File: config.mk
export PLATFORM = sky130hd
export DESIGN_NAME = bird_datapath
export DESIGN_NICKNAME = d
export VERILOG_FILES = /design/src/rtl/bird_datapath.sv
export SDC_FILE = /design/constraint.sdc
export NUM_CORES = 1
export LEC_CHECK = 0
export CORE_MARGIN = 2
export CORE_UTILIZATION = 47
export CTS_CLUSTER_SIZE = 25
export DETAILED_ROUTE_END_ITERATION = 10
export DONT_BUFFER_PORTS = 1
export HOLD_SLACK_MARGIN = 0.15
export PLACE_DENSITY = 0.74
export SKIP_CTS_REPAIR_TIMING = 1
export SLEW_MARGIN = 20
export SYNTH_ARGS = -nofsm -noshare
export SYNTH_HDL_FRONTEND = slang
export SYNTH_SLANG_ARGS = --single-unit
File: constraint.sdc
create_clock -name clk -period 6.4 [get_ports clk]
set_input_delay 1.28 -clock clk [delete_from_list [all_inputs] [get_ports clk]]
set_output_delay 1.28 -clock clk [all_outputs]
set_load 0.1 [all_outputs]
File: src/rtl/bird_datapath.sv
// -----------------------------------------------------------------------------
// bird_datapath
//
// Per-frame datapath for the bird sprite. Each accepted frame tick runs one
// frame: it erases the sprite at its old position, applies gravity or a flap
// to the vertical velocity and position, and redraws the sprite at the new
// position. It then pulses `done` for one cycle. Hitting the top or the bottom
// of the screen raises a sticky `collision`, which freezes the physics.
//
// Ports
//   clk         in   1  system clock, all logic on posedge
//   resetn      in   1  asynchronous active-low reset
//   frame_tick  in   1  one-cycle pulse starting a frame (dropped when busy)
//   flap        in   1  one-cycle flap request (latched until the next UPDATE)
//   restart     in   1  synchronous restart, aborts any frame in progress
//   x           out  8  VGA pixel x        (registered)
//   y           out  7  VGA pixel y        (registered)
//   colour      out  3  VGA pixel colour   (registered)
//   plot        out  1  VGA write enable   (registered)
//   done        out  1  one-cycle end-of-frame pulse (registered)
//   collision   out  1  sticky top/ground hit
//   bird_y      out  7  current top-row y of the sprite
// -----------------------------------------------------------------------------
module bird_datapath #(
    parameter int          BIRD_X      = 40,
    parameter int          BIRD_W      = 4,
    parameter int          BIRD_H      = 4,
    parameter int          Y_START     = 56,
    parameter int          GRAVITY     = 1,
    parameter int          FLAP_V      = 6,
    parameter int          VMAX        = 7,
    parameter int          SCREEN_H    = 120,
    parameter logic [2:0]  BIRD_COLOUR = 3'b110,
    parameter logic [2:0]  BG_COLOUR   = 3'b000
) (
    input  logic       clk,
    input  logic       resetn,
    input  logic       frame_tick,
    input  logic       flap,
    input  logic       restart,
    output logic [7:0] x,
    output logic [6:0] y,
    output logic [2:0] colour,
    output logic       plot,
    output logic       done,
    output logic       collision,
    output logic [6:0] bird_y
);

    typedef enum logic [2:0] {
        S_IDLE   = 3'd0,
        S_ERASE  = 3'd1,
        S_UPDATE = 3'd2,
        S_DRAW   = 3'd3,
        S_DONE   = 3'd4
    } state_t;

    // Sized views of the parameters used in the datapath arithmetic.
    localparam logic [1:0] COL_LAST = 2'(BIRD_W - 1);
    localparam logic [1:0] ROW_LAST = 2'(BIRD_H - 1);
    localparam logic [7:0] X_BASE   = 8'(BIRD_X);
    localparam logic [6:0] Y_INIT   = 7'(Y_START);
    localparam logic [6:0] GRAV_EXT = 7'(GRAVITY);
    localparam logic [6:0] VMAX_EXT = 7'(VMAX);
    localparam logic [5:0] V_MAX    = 6'(VMAX);
    // Two's-complement upward flap velocity.
    localparam logic [5:0] V_FLAP   = 6'(-FLAP_V);
    // Largest legal top-row y: the sprite must fit above the last row.
    localparam logic [8:0] Y_LIMIT  = 9'(SCREEN_H - BIRD_H);

    // Registered state
    state_t            state_q, state_d;
    logic [1:0]        col_q, col_d;
    logic [1:0]        row_q, row_d;
    logic [6:0]        bird_y_q, bird_y_d;
    logic signed [5:0] vel_q, vel_d;
    logic              flap_pending_q, flap_pending_d;
    logic              collision_q, collision_d;
    logic [7:0]        x_q, x_d;
    logic [6:0]        y_q, y_d;
    logic [2:0]        colour_q, colour_d;
    logic              plot_q, plot_d;
    logic              done_q, done_d;

    // Pixel walk helpers
    logic              last_pix_s;
    logic [1:0]        col_nxt_s;
    logic [1:0]        row_nxt_s;

    // Physics helpers
    logic              flap_eff_s;
    logic [6:0]        vel_sum_s;
    logic [5:0]        vel_grav_s;
    logic [5:0]        vel_next_s;
    logic [8:0]        y_sum_s;
    logic [6:0]        y_next_s;
    logic              hit_s;

    // Pixel counter successor: column fastest, wrapping at the sprite width.
    always_comb begin
        last_pix_s = (col_q == COL_LAST) && (row_q == ROW_LAST);
        if (col_q == COL_LAST) begin
            col_nxt_s = 2'd0;
            row_nxt_s = row_q + 2'd1;
        end else begin
            col_nxt_s = col_q + 2'd1;
            row_nxt_s = row_q;
        end
    end

    // Candidate velocity and position for the UPDATE cycle.
    always_comb begin
        // A flap arriving in the UPDATE cycle itself still counts this frame.
        flap_eff_s = flap_pending_q | (flap & ~collision_q);

        // Sign-extended add; vel never exceeds VMAX so 7 bits cannot overflow.
        vel_sum_s = {vel_q[5], vel_q} + GRAV_EXT;
        if ($signed(vel_sum_s) > $signed(VMAX_EXT)) begin
            vel_grav_s = V_MAX;
        end else begin
            vel_grav_s = vel_sum_s[5:0];
        end

        if (flap_eff_s) begin
            vel_next_s = V_FLAP;
        end else begin
            vel_next_s = vel_grav_s;
        end

        // 9-bit two's-complement sum: bit 8 set means the bird went above row 0.
        y_sum_s = {2'b00, bird_y_q} + {{3{vel_next_s[5]}}, vel_next_s};
        if (y_sum_s[8]) begin
            y_next_s = 7'd0;
            hit_s    = 1'b1;
        end else if (y_sum_s > Y_LIMIT) begin
            y_next_s = Y_LIMIT[6:0];
            hit_s    = 1'b1;
        end else begin
            y_next_s = y_sum_s[6:0];
            hit_s    = 1'b0;
        end
    end

    // Next-state, physics commit and registered pixel outputs.
    always_comb begin
        state_d        = state_q;
        col_d          = col_q;
        row_d          = row_q;
        bird_y_d       = bird_y_q;
        vel_d          = vel_q;
        flap_pending_d = flap_pending_q;
        collision_d    = collision_q;
        x_d            = x_q;
        y_d            = y_q;
        colour_d       = colour_q;
        plot_d         = 1'b0;
        done_d         = 1'b0;

        // Flaps outside UPDATE are latched; repeats within a frame merge.
        if (flap && !collision_q && (state_q != S_UPDATE)) begin
            flap_pending_d = 1'b1;
        end else begin
            flap_pending_d = flap_pending_q;
        end

        case (state_q)
            S_IDLE: begin
                if (frame_tick) begin
                    // Present erase pixel 0 in the first frame cycle.
                    state_d  = S_ERASE;
                    col_d    = 2'd0;
                    row_d    = 2'd0;
                    plot_d   = 1'b1;
                    x_d      = X_BASE;
                    y_d      = bird_y_q;
                    colour_d = BG_COLOUR;
                end else begin
                    state_d  = S_IDLE;
                end
            end

            S_ERASE: begin
                if (last_pix_s) begin
                    state_d = S_UPDATE;
                end else begin
                    col_d    = col_nxt_s;
                    row_d    = row_nxt_s;
                    plot_d   = 1'b1;
                    x_d      = X_BASE + {6'd0, col_nxt_s};
                    y_d      = bird_y_q + {5'd0, row_nxt_s};
                    colour_d = BG_COLOUR;
                end
            end

            S_UPDATE: begin
                if (collision_q) begin
                    bird_y_d = bird_y_q;
                    vel_d    = vel_q;
                end else begin
                    bird_y_d    = y_next_s;
                    vel_d       = vel_next_s;
                    collision_d = hit_s;
                end
                flap_pending_d = 1'b0;
                // Draw pixel 0 already uses the freshly computed position.
                state_d  = S_DRAW;
                col_d    = 2'd0;
                row_d    = 2'd0;
                plot_d   = 1'b1;
                x_d      = X_BASE;
                y_d      = bird_y_d;
                colour_d = BIRD_COLOUR;
            end

            S_DRAW: begin
                if (last_pix_s) begin
                    state_d = S_DONE;
                    done_d  = 1'b1;
                end else begin
                    col_d    = col_nxt_s;
                    row_d    = row_nxt_s;
                    plot_d   = 1'b1;
                    x_d      = X_BASE + {6'd0, col_nxt_s};
                    y_d      = bird_y_q + {5'd0, row_nxt_s};
                    colour_d = BIRD_COLOUR;
                end
            end

            S_DONE: begin
                state_d = S_IDLE;
            end

            default: begin
                state_d = S_IDLE;
            end
        endcase

        // Restart overrides everything, including a same-cycle frame tick.
        if (restart) begin
            state_d        = S_IDLE;
            col_d          = 2'd0;
            row_d          = 2'd0;
            bird_y_d       = Y_INIT;
            vel_d          = 6'sd0;
            flap_pending_d = 1'b0;
            collision_d    = 1'b0;
            x_d            = 8'd0;
            y_d            = 7'd0;
            colour_d       = 3'd0;
            plot_d         = 1'b0;
            done_d         = 1'b0;
        end else begin
            state_d = state_d;
        end
    end

    // State and output registers with asynchronous active-low reset.
    always_ff @(posedge clk or negedge resetn) begin
        if (!resetn) begin
            state_q        <= S_IDLE;
            col_q          <= 2'd0;
            row_q          <= 2'd0;
            bird_y_q       <= Y_INIT;
            vel_q          <= 6'sd0;
            flap_pending_q <= 1'b0;
            collision_q    <= 1'b0;
            x_q            <= 8'd0;
            y_q            <= 7'd0;
            colour_q       <= 3'd0;
            plot_q         <= 1'b0;
            done_q         <= 1'b0;
        end else begin
            state_q        <= state_d;
            col_q          <= col_d;
            row_q          <= row_d;
            bird_y_q       <= bird_y_d;
            vel_q          <= vel_d;
            flap_pending_q <= flap_pending_d;
            collision_q    <= collision_d;
            x_q            <= x_d;
            y_q            <= y_d;
            colour_q       <= colour_d;
            plot_q         <= plot_d;
            done_q         <= done_d;
        end
    end

    assign x         = x_q;
    assign y         = y_q;
    assign colour    = colour_q;
    assign plot      = plot_q;
    assign done      = done_q;
    assign collision = collision_q;
    assign bird_y    = bird_y_q;

endmodule

# Word level (Yosys, flattened, before mapping)
# Cells that the tools add are included.
dict set report totals {
  ff_bits 42
  input_bits 5
  output_inout_bits 28
}
dict set report classes {
  order_cmp 2
  add_sub_neg 6
  muxes 52
  reduce_logical 14
  bitwise 3
  eq_ne 13
}
# op n
set op_table {}
lappend op_table {{7-bit two-way mux} 8}
lappend op_table {{6-bit two-way mux} 5}
lappend op_table {{8-bit two-way mux} 3}
lappend op_table {{3-bit case mux with 4 select lines} 2}
lappend op_table {{8-bit case mux with 3 select lines} 1}
lappend op_table {{3-bit two-way mux} 7}
lappend op_table {{7-bit case mux with 3 select lines} 1}
lappend op_table {{3-bit inequality test, second input constant} 6}
lappend op_table {{1-bit two-way mux} 15}
lappend op_table {{2-bit two-way mux} 7}
lappend op_table {{2-bit case mux with 3 select lines} 2}
lappend op_table {{8-bit by 6-bit adder with 9-bit output} 1}
lappend op_table {{9-bit by 7-bit greater-than comparator with 1-bit output, second input constant} 1}
lappend op_table {{6-bit by 2-bit adder with 7-bit output, first input constant} 1}
lappend op_table {{6-bit by 2-bit adder with 7-bit output, second input constant} 1}
lappend op_table {{7-bit by 2-bit adder with 7-bit output} 1}
lappend op_table {{7-bit by 4-bit greater-than comparator with 1-bit output, second input constant} 1}
lappend op_table {{3-bit by 2-bit equality test with 1-bit output, second input constant} 2}
lappend op_table {{5-bit nonzero test} 1}
lappend op_table {{2-bit by 1-bit adder with 2-bit output, second input constant} 2}
lappend op_table {{2-bit equality test, second input constant} 2}
lappend op_table {{2-bit AND reduction} 2}
lappend op_table {{4-bit AND reduction} 1}
lappend op_table {{4-bit nonzero test} 1}
lappend op_table {{14 further kinds} 16}

# Logic depth before layout (Yosys ltp)
# Gate-level depths: netlist (run 1).
dict set report depth {
  ltp_word 11
  depth_mapped 16
}

# Worst setup path after synthesis (run 1)
# OpenSTA, ideal clock, no wires.
dict set report synth_timing {
  path_kind {input port to flip-flop}
  start {input flap}
  end {register collision_q, in the netlist collision}
  arrival_time_ns 3.620
  setup_ns 0.121
  cell_stages 10
  slack_ns 2.659
  required_time_ns 6.279
  path_cell_list {a21oi_1 o211ai_1 fa_1 nand2_1 o21ai_0 and3_4 or4_4 o2111ai_2 o211ai_2 a22o_1}
}
dict set report synth_via {
  elab_chain_cells 10
}
# item line
set synth_rtl {}
lappend synth_rtl {{start, declared} 39} ;# input logic flap,
lappend synth_rtl {{1-bit AND *} 114} ;# flap_eff_s = flap_pending_q | (flap & ~collision_q);
lappend synth_rtl {{1-bit OR *} 114}
lappend synth_rtl {{6-bit two-way mux *} 124} ;# if (flap_eff_s) begin
lappend synth_rtl {{8-bit by 6-bit adder with 9-bit output *} 131} ;# y_sum_s = {2'b00, bird_y_q} + {{3{vel_next_s[5]}}, vel_next_s};
lappend synth_rtl {{9-bit by 7-bit greater-than comparator with 1-bit output} 135} ;# end else if (y_sum_s > Y_LIMIT) begin
lappend synth_rtl {{1-bit two-way mux} 135}
lappend synth_rtl {{1-bit two-way mux *} 132} ;# if (y_sum_s[8]) begin
lappend synth_rtl {{1-bit two-way mux *} 196} ;# if (collision_q) begin
lappend synth_rtl {{1-bit two-way mux *} 166} ;# case (state_q)
lappend synth_rtl {{1-bit two-way mux *} 239} ;# if (restart) begin
lappend synth_rtl {{end signal, assigned} 279} ;# collision_q <= collision_d;
lappend synth_rtl {{end, declared} 78} ;# logic collision_q, collision_d;
# Mark *: on every way between the ends. The rest lies on a longest branch, timed or not. The select of a mux whose other input is x is not followed.
# A chain may end at the register's enable or synchronous reset.

# Final worst setup path (run 1)
dict set report layout_timing {
  start {register collision_q, in the netlist collision}
  end {register bird_y_q[3], in the netlist bird_y[3]}
}
dict set report layout_via {
  elab_chain_cells 11
}
# item line
set layout_rtl {}
lappend layout_rtl {{1-bit inverter} 114}
lappend layout_rtl {{1-bit AND} 114}
lappend layout_rtl {{1-bit OR} 114}
lappend layout_rtl {{6-bit two-way mux} 124}
lappend layout_rtl {{8-bit by 6-bit adder with 9-bit output} 131}
lappend layout_rtl {{9-bit by 7-bit greater-than comparator with 1-bit output} 135}
lappend layout_rtl {{7-bit two-way mux} 135}
lappend layout_rtl {{7-bit two-way mux} 132}
lappend layout_rtl {{7-bit two-way mux *} 196}
lappend layout_rtl {{7-bit two-way mux *} 166}
lappend layout_rtl {{7-bit two-way mux *} 239}
lappend layout_rtl {{end signal, assigned} 276} ;# bird_y_q <= bird_y_d;
lappend layout_rtl {{end, declared} 75} ;# logic [6:0] bird_y_q, bird_y_d;
# Marked as above.

==> impl_metrics.env, run 1 <==
export IMPL_grtUsageTotal=0.206
export IMPL_grt_setup_unrepaired="no"
export IMPL_antennaDiodeCount=0
export IMPL_hpwl_mm=4.56
export IMPL_fp_dieW_um=78.2
export IMPL_rows=27
export IMPL_ys_warn_count=0
export IMPL_cp_start_kind="flop"
export IMPL_pwr_share_clk=0.389
export IMPL_io_buffers=0
export IMPL_ys_ff_latch=33
export IMPL_cts_max_level=2
export IMPL_grt_pass1_vias=2087
export IMPL_status="completed"
export IMPL_clk_pin_slew_worst_paths_ps=70
export IMPL_fin_util=0.497
export IMPL_hp_class="reg2reg"
export IMPL_worstSetupEndpointType="flop"
export IMPL_ys_async_sr_fraction=1.00
export IMPL_hold_violations=0
export IMPL_synth_area_per_cell_sq_um=8.78
export IMPL_reg2reg_slack_ps=1970
export IMPL_netlist_area_sq_mm=0.00259
export IMPL_nFillCells=513
export IMPL_dpl_cell_count=355
export IMPL_grt_ovfl_total=0
export IMPL_multi_input_area_sq_mm=0.00158
export IMPL_path_class="reg2reg"
export IMPL_clock_skew_ps=5.15
export IMPL_start_util=0.479
export IMPL_power_density_mw_per_mm2=195
export IMPL_viasPerCell=6.14
export IMPL_clock_latency_ps=280
export IMPL_core_sq_mm=0.00541
export IMPL_drc=0
export IMPL_cts_buffers=5
export IMPL_firstDrtPassIters=5
export IMPL_final_cells=363
export IMPL_die_height_um=78.2
export IMPL_antenna_found_initial=0
export IMPL_ys_flop_type="dfrtp_1"
export IMPL_final_area_sq_mm=0.00269
export IMPL_fin_tns_setup_ps=0
export IMPL_pwr_share_comb=0.136
export IMPL_cp_data_required_time_ps=6570
export IMPL_synth_cell_type_count=67
export IMPL_switching_share=0.310
export IMPL_fmax_mhz=226
export IMPL_p_seq_frac=0.474
export IMPL_crit_arrival_ps=4600
export IMPL_maxCapViolCount=0
export IMPL_layout_commonest_cell="nand2_1"
export IMPL_tightest_slew_ps=1150
export IMPL_final_cell_mix="nand2_1, dfrtp_1, nor2_1, ha_1"
export IMPL_seqCellArea_sq_um=832
export IMPL_cts_buffer_depth=2
export IMPL_wl_mm=6.06
export IMPL_die_area_sq_mm=0.00612
export IMPL_synth_edf_count=0
export IMPL_grt_max_degree=34
export IMPL_relSlewSlack=0.231
export IMPL_yosysSeqAreaShare=0.320
export IMPL_area_growth_syn_to_layout_pct=3.82
export IMPL_vias=2229
export IMPL_p_int_w=0.000361
export IMPL_cts_sinks=33
export IMPL_placed_area_sq_mm=0.00257
export IMPL_p_leak_nw=1.18
export IMPL_io_pins=33
export IMPL_ir_drop_mv=0.148
export IMPL_gp_congestion=0.904
export IMPL_drtIter0Drc=171
export IMPL_wl_per_cell_um=16.7
export IMPL_layout_drive_gt1_share=0.127
export IMPL_timing_final_max_slew_violations=0
export IMPL_p_total_w=0.000524
export IMPL_ant_nets=0
export IMPL_crit_fanout=10
export IMPL_min_period_ps=4430
export IMPL_cts_tree="done"
export IMPL_grt_pass1_wl_mm=10.1
export IMPL_post_route_period_util=0.691
export IMPL_syn_inst=295
export IMPL_cts_root_buf="clkbuf_8"
export IMPL_power_switching_w=0.000162
export IMPL_nNetsFinal=311
export IMPL_setup_viol=0
synthesized netlist by cell type (all sizes together), types with 4 or more instances:
master / instances / share of area
nand3: 9 / 0.019
o21ai: 21 / 0.041
inv: 13 / 0.019
dfrtp: 30 / 0.29
a21o: 4 / 0.012
xnor2: 5 / 0.017
nor3: 13 / 0.025
ha: 14 / 0.068
o211ai: 5 / 0.016
nand2: 36 / 0.052
a22o: 8 / 0.028
and3: 10 / 0.028
or3: 7 / 0.017
nor2: 19 / 0.028
buf: 15 / 0.050
a22oi: 4 / 0.012
xor2: 4 / 0.014
a32oi: 4 / 0.014
a21oi: 12 / 0.023
registers in the layout (all words and copies together), names as in the netlist:
name	cells
colour	1
flap_pending_q	1
done	1
x	2
plot	1
row_q	2
state_q	3
collision	1
bird_y	7
col_q	1
y	7
vel_q	6
path summary, 6_finish.rpt:
kind | cells past startpoint | start | endpoint
max | 12 | collision | bird_y[3]
min | 1 | row_q[1] | row_q[1]
max reg2reg | 12 | collision | bird_y[3]
min reg2reg | 1 | row_q[1] | row_q[1]
max in group asynchronous | 0 | resetn | bird_y[5]
min in group asynchronous | 0 | resetn | done
power groups by stage:
| stage | sequential (W) | combinational [W] | clock, W |
|---|---|---|---|
| finish | 0.000248 | 0.0000714 | 0.000204 |
| detailed placement | 0.000252 | 0.0000704 | 0 |
| floorplan | 0.000247 | 0.0000694 | 0 |
| global placement | 0.000252 | 0.0000693 | 0 |
| global route | 0.000249 | 0.0000785 | 0.000215 |
| CTS | 0.000248 | 0.0000706 | 0.000207 |
metrics by stage:
| stage | setup slack, ps | hold slack, ps |
|---|---|---|
| finish | 1970 | 584 |
| floorplan | 2660 | 496 |
| CTS | 2010 | 594 |
| global placement | 2140 | 527 |
| global route | 1590 | 611 |
| detailed placement | 2080 | 574 |
logic make-up (layout without fill, tap and decap cells):
kind of cell | Yosys count | in the layout | share of synthesized area
buf+inv | 32 | 24 | 0.0744
mux | 4 | 4 | 0.0164
fa+ha+maj | 16 | 16 | 0.0831
simple gates | 111 | 111 | 0.219
compound gates | 89 | 89 | 0.255
xor+xnor | 9 | 9 | 0.0304
flops | 33 | 33 | 0.320
other cells | 1 | 5 | 0.00145
critical path, stage by stage, from the launching register on:
cell	delay [ps]
dfrtp_1	1110
inv_1	210
a21oi_1	550
a21boi_0	320
ha_1	280
fa_1	290
nand2_1	90
nor2_1	180
a21boi_0	440
or4_4	220
o2111ai_2	130
o211ai_2	330
o221ai_1	170
metal layers:
layer / global-route usage / routed length (um) / up-vias
met4: 0.0544 / 86 / 0
met1: 0.280 / 2820 / 1071
met3: 0.0460 / 385 / 9
li1: - / - / 1079
met5: 0 / 0 / -
met2: 0.332 / 2770 / 70
final cells by class:
type,instances,area share
Multi-Input combinational cell,234,0.588
Inverter,14,0.0196
Timing Repair Buffer,2,0.00559
Clock inverter,1,0.0112
Clock buffer,7,0.0321
Tap cell,72,0.0335
Sequential cell,33,0.310
No activity file was read; power rests on OpenSTA's default activity.
==> run 2, diff against run 1 <==
clock period = 4.6 ns   (was 6.4 ns; I/O delays follow)
==> run 2 against run 1 <==
Sequential share of layout area is 0.21 points lower. Clock-buffer cell count is 1 lower. Power is 41% higher. Flip-flop and latch count stayed put. Global-route usage is 0.41 points lower. Critical path type unchanged. Largest cell class unchanged.
==> impl_metrics.env, run 2 (synthesis results as in run 1) <==
export IMPL_area_growth_syn_to_layout_pct=4.54
export IMPL_timing_final_max_slew_violations=0
export IMPL_post_route_period_util=0.861
export IMPL_fin_tns_setup_ps=0
export IMPL_cp_start_kind="flop"
export IMPL_drtIter0Drc=149
export IMPL_grt_setup_unrepaired="no"
export IMPL_worstSetupEndpointType="flop"
export IMPL_setup_viol=0
export IMPL_nFillCells=529
export IMPL_min_period_ps=3960
export IMPL_hpwl_mm=4.48
export IMPL_gp_congestion=0.854
export IMPL_ant_nets=0
export IMPL_die_height_um=78.2
export IMPL_antenna_found_initial=0
export IMPL_crit_fanout=7
export IMPL_hp_class="in2async"
export IMPL_layout_drive_gt1_share=0.137
export IMPL_dpl_cell_count=357
export IMPL_layout_commonest_cell="nand2_1"
export IMPL_start_util=0.479
export IMPL_cts_buffer_depth=2
export IMPL_status="completed"
export IMPL_wl_per_cell_um=16.8
export IMPL_final_area_sq_mm=0.00271
export IMPL_fp_dieW_um=78.2
export IMPL_clock_skew_ps=11.9
export IMPL_drc=0
export IMPL_final_cells=365
export IMPL_grt_pass1_vias=2014
export IMPL_clk_pin_slew_worst_paths_ps=80
export IMPL_fmax_mhz=252
export IMPL_firstDrtPassIters=4
export IMPL_rows=27
export IMPL_nNetsFinal=313
export IMPL_grt_ovfl_total=0
export IMPL_io_buffers=0
export IMPL_cts_buffers=5
export IMPL_seqCellArea_sq_um=832
export IMPL_relSlewSlack=0.259
export IMPL_multi_input_area_sq_mm=0.00158
export IMPL_wl_mm=6.14
export IMPL_path_class="reg2reg"
export IMPL_hold_violations=0
export IMPL_final_cell_mix="nand2_1, dfrtp_1, nor2_1, ha_1"
export IMPL_cts_sinks=33
export IMPL_power_density_mw_per_mm2=273
export IMPL_crit_arrival_ps=4120
export IMPL_viasPerCell=6.20
export IMPL_p_leak_nw=1.19
export IMPL_cts_root_buf="clkbuf_8"
export IMPL_antennaDiodeCount=0
export IMPL_core_sq_mm=0.00541
export IMPL_cts_max_level=2
export IMPL_tightest_slew_ps=1110
export IMPL_grt_pass1_wl_mm=9.87
export IMPL_grt_max_degree=34
export IMPL_die_area_sq_mm=0.00612
export IMPL_maxCapViolCount=0
export IMPL_ir_drop_mv=0.157
export IMPL_io_pins=33
export IMPL_vias=2263
export IMPL_cts_tree="done"
export IMPL_grtUsageTotal=0.202
export IMPL_cp_data_required_time_ps=4760
export IMPL_placed_area_sq_mm=0.00259
export IMPL_clock_latency_ps=300
==> run 2: changes by cell type in the layout (fill, tap and decap cells not counted) <==
cell,delta
clkinvlp_4,+1
clkbuf_1,-1
buf_4,+2
==> run 2: worst max-delay path: stages (launching register included) <==
cell,delay [ps]
dfrtp_1,460
ha_1,350
xnor2_1,180
a31oi_2,370
o21ai_0,160
a21boi_0,280
ha_1,260
fa_1,290
nand2_1,100
nor2_1,160
a21boi_0,430
or4_4,220
o2111ai_2,130
o211ai_2,320
o21ai_1,140
==> run 2: path summary, 6_finish.rpt <==
check / start / end / slack [ps] / cells after the start
max: vel_q[0] / bird_y[1] / 640 / 14
min: resetn / flap_pending_q / 310 / 0
max reg2reg: vel_q[0] / bird_y[1] / 640 / 14
min reg2reg: row_q[1] / row_q[1] / 570 / 1
max in group asynchronous: resetn / bird_y[4] / 4110 / 0
min in group clk: row_q[1] / row_q[1] / 570 / 1
==> run 2: metal layers <==
metal / global-route usage / routed length [um]
met2: 0.308 / 2820
met1: 0.281 / 2690
met3: 0.0494 / 523
met5: 0 / 0
met4: 0.0667 / 106
==> run 2: stage by stage <==
| stage | total power [W] | utilization | hold slack [ps] | setup slack, ps |
|---|---|---|---|---|
| after global placement | 0.000448 | 0.478 | 525 | 758 |
| after detailed placement | 0.000450 | 0.478 | 560 | 721 |
| after CTS | 0.000740 | 0.501 | 306 | 705 |
| final | 0.000740 | 0.501 | 308 | 639 |
| after global routing | 0.000764 | 0.501 | 296 | 243 |
| after floorplan | 0.000440 | - | 496 | 914 |
==> run 2: cell type report <==
class / count / area share
flip-flops and latches: 33 / 0.307
clock buffers: 6 / 0.0305
clock inverters: 2 / 0.0139
well taps: 72 / 0.0333
multi-input cells: 234 / 0.584
inverters: 14 / 0.0194
repair buffers: 4 / 0.0111
==> run 2: power breakdown <==
group / internal, W / switching [W] / total [W]
Clock: 0.000176 / 0.000118 / 0.000294
Combinational: 0.0000307 / 0.0000747 / 0.000105
Sequential: 0.000296 / 0.0000447 / 0.000340
==> run 3, diff against run 2 <==
GPL_TIMING_DRIVEN = 0   (was unset)
==> run 3 against run 2 <==
Non-clock buffer count grew 15. Hold slack got worse by 5.2 ps. Global-route usage rose by 1.4 points. Via count rose by 0.71%. Wire length is 1.8% higher. Cell count grew 4.1%. Sequential power about the same. Combinational power rose by 11%. Power is 0.44% higher. Clock skew decreased by 2.9 ps. Critical path depth fell by 1. Highest routed layer unchanged. Final area grew 4.3%.
==> impl_metrics.env, run 3 (synthesis results as in run 1) <==
export IMPL_nNetsFinal=328
export IMPL_drtIter0Drc=139
export IMPL_grt_max_degree=34
export IMPL_fp_dieW_um=78.2
export IMPL_cts_buffers=5
export IMPL_fin_tns_setup_ps=0
export IMPL_firstDrtPassIters=4
export IMPL_io_pins=33
export IMPL_ir_drop_mv=0.166
export IMPL_cts_max_level=2
export IMPL_grt_pass1_vias=2154
export IMPL_worstSetupStartpoint="collision"
export IMPL_cp_num_buf_inv=2
export IMPL_tightest_slew_ps=1120
export IMPL_worstSetupEndpointType="flop"
export IMPL_status="completed"
export IMPL_wl_mm=6.25
export IMPL_die_height_um=78.2
export IMPL_cts_buffer_depth=2
export IMPL_setup_viol=0
export IMPL_gp_congestion=0.887
export IMPL_clock_latency_ps=300
export IMPL_p_total_w=0.000743
export IMPL_drc=0
export IMPL_cts_root_buf="clkbuf_8"
export IMPL_cp_slowest_cell="dfrtp_2"
export IMPL_crit_fanout=9
export IMPL_fmax_mhz=245
export IMPL_clock_skew_ps=9.00
export IMPL_holdWs_ps=303
export IMPL_crit_arrival_ps=4270
export IMPL_antenna_found_initial=0
export IMPL_critPathMostFrequentCell="a21boi_0"
export IMPL_layout_commonest_cell="nand2_1"
export IMPL_rows=27
export IMPL_crit_chain="buf_6 -> inv_1 -> a21oi_1 -> a21boi_0 -> ha_1 -> fa_1 -> nand2_1 -> nor2_1 -> a21boi_0 -> o21ai_0 -> nand3_2 -> o211ai_2 -> a22o_1"
export IMPL_core_sq_mm=0.00541
export IMPL_crit_family="compound AO/OA/AOI/OAI gates"
export IMPL_final_cell_mix="nand2_1, dfrtp_1, nor2_1, ha_1"
export IMPL_clk_pin_slew_worst_paths_ps=80
export IMPL_vias=2279
export IMPL_grt_pass1_wl_mm=10.4
export IMPL_antennaDiodeCount=0
export IMPL_maxCapViolCount=0
export IMPL_area_growth_syn_to_layout_pct=9.09
export IMPL_hp_class="in2async"
export IMPL_p_leak_nw=1.25
export IMPL_relSlewSlack=0.256
export IMPL_viasPerCell=6.00
export IMPL_hold_violations=0
export IMPL_placed_area_sq_mm=0.00271
export IMPL_cp_start_kind="flop"
export IMPL_start_util=0.479
export IMPL_post_route_period_util=0.888
export IMPL_nFillCells=525
export IMPL_cts_sinks=33
export IMPL_layout_drive_gt1_share=0.169
export IMPL_die_area_sq_mm=0.00612
export IMPL_cp_data_required_time_ps=4790
export IMPL_final_area_sq_mm=0.00282
export IMPL_r2r_start="collision"
export IMPL_cts_tree="done"
export IMPL_wl_per_cell_um=16.4
export IMPL_power_density_mw_per_mm2=263
export IMPL_hpwl_mm=4.55
export IMPL_fin_util=0.522
export IMPL_grt_setup_unrepaired="no"
export IMPL_grt_ovfl_total=0
export IMPL_path_class="reg2reg"
export IMPL_io_buffers=0
export IMPL_min_period_ps=4080
export IMPL_crit_path_max_incr_delay_ps=690
export IMPL_grtUsageTotal=0.216
export IMPL_timing_final_max_slew_violations=0
export IMPL_ant_nets=0
run 3: cell type report:
class | count | area (sq um) | area share
inverters | 14 | 52.6 | 0.0186
multi-input cells | 234 | 1590 | 0.562
well taps | 72 | 90.1 | 0.0319
clock inverters | 3 | 46.3 | 0.0164
flip-flops and latches | 33 | 831 | 0.294
clock buffers | 5 | 68.8 | 0.0244
repair buffers | 1 | 7.51 | 0.00266
plain buffers | 18 | 140 | 0.0496
run 3: per-stage QoR:
step                setup WS, ps  std cells
floorplan                    914        299
global placement             358        371
detailed placement           301        372
CTS                          293        380
global route                 185        380
finish                       517        380
run 3: power breakdown:
group	switching, W	total [W]	leakage, nW	internal (W)
Clock	0.000125	0.000287	0.0543	0.000162
Combinational	0.0000810	0.000117	0.762	0.0000364
Sequential	0.0000436	0.000339	0.437	0.000295
Total	0.000249	0.000743	1.25	0.000494
run 3: path summary, 6_finish.rpt:
| path | end | slack, ps | cells past startpoint |
|---|---|---|---|
| worst min-delay path | state_q[1] | 300 | 0 |
| worst min register to register | row_q[1] | 560 | 1 |
| worst max register to register | collision | 520 | 13 |
| min in group clk | row_q[1] | 560 | 1 |
| worst max-delay path | collision | 520 | 13 |
| max in group asynchronous | bird_y[5] | 4110 | 0 |
run 3: worst register-to-register path, cell delays in order (launching register included):
cell,delay [ps]
dfrtp_2,690
buf_6,210
inv_1,80
a21oi_1,550
a21boi_0,310
ha_1,260
fa_1,290
nand2_1,90
nor2_1,170
a21boi_0,460
o21ai_0,230
nand3_2,180
o211ai_2,210
a22o_1,250
run 3: layer usage:
metal / wire (um) / global-route usage / up-vias / part of all wire
met5: 0 / 0 / - / 0
met4: 85 / 0.0737 / 0 / 0.014
met3: 376 / 0.0368 / 6 / 0.060
met2: 2870 / 0.341 / 70 / 0.46
met1: 2920 / 0.301 / 1091 / 0.47
li1: - / - / 1112 / -
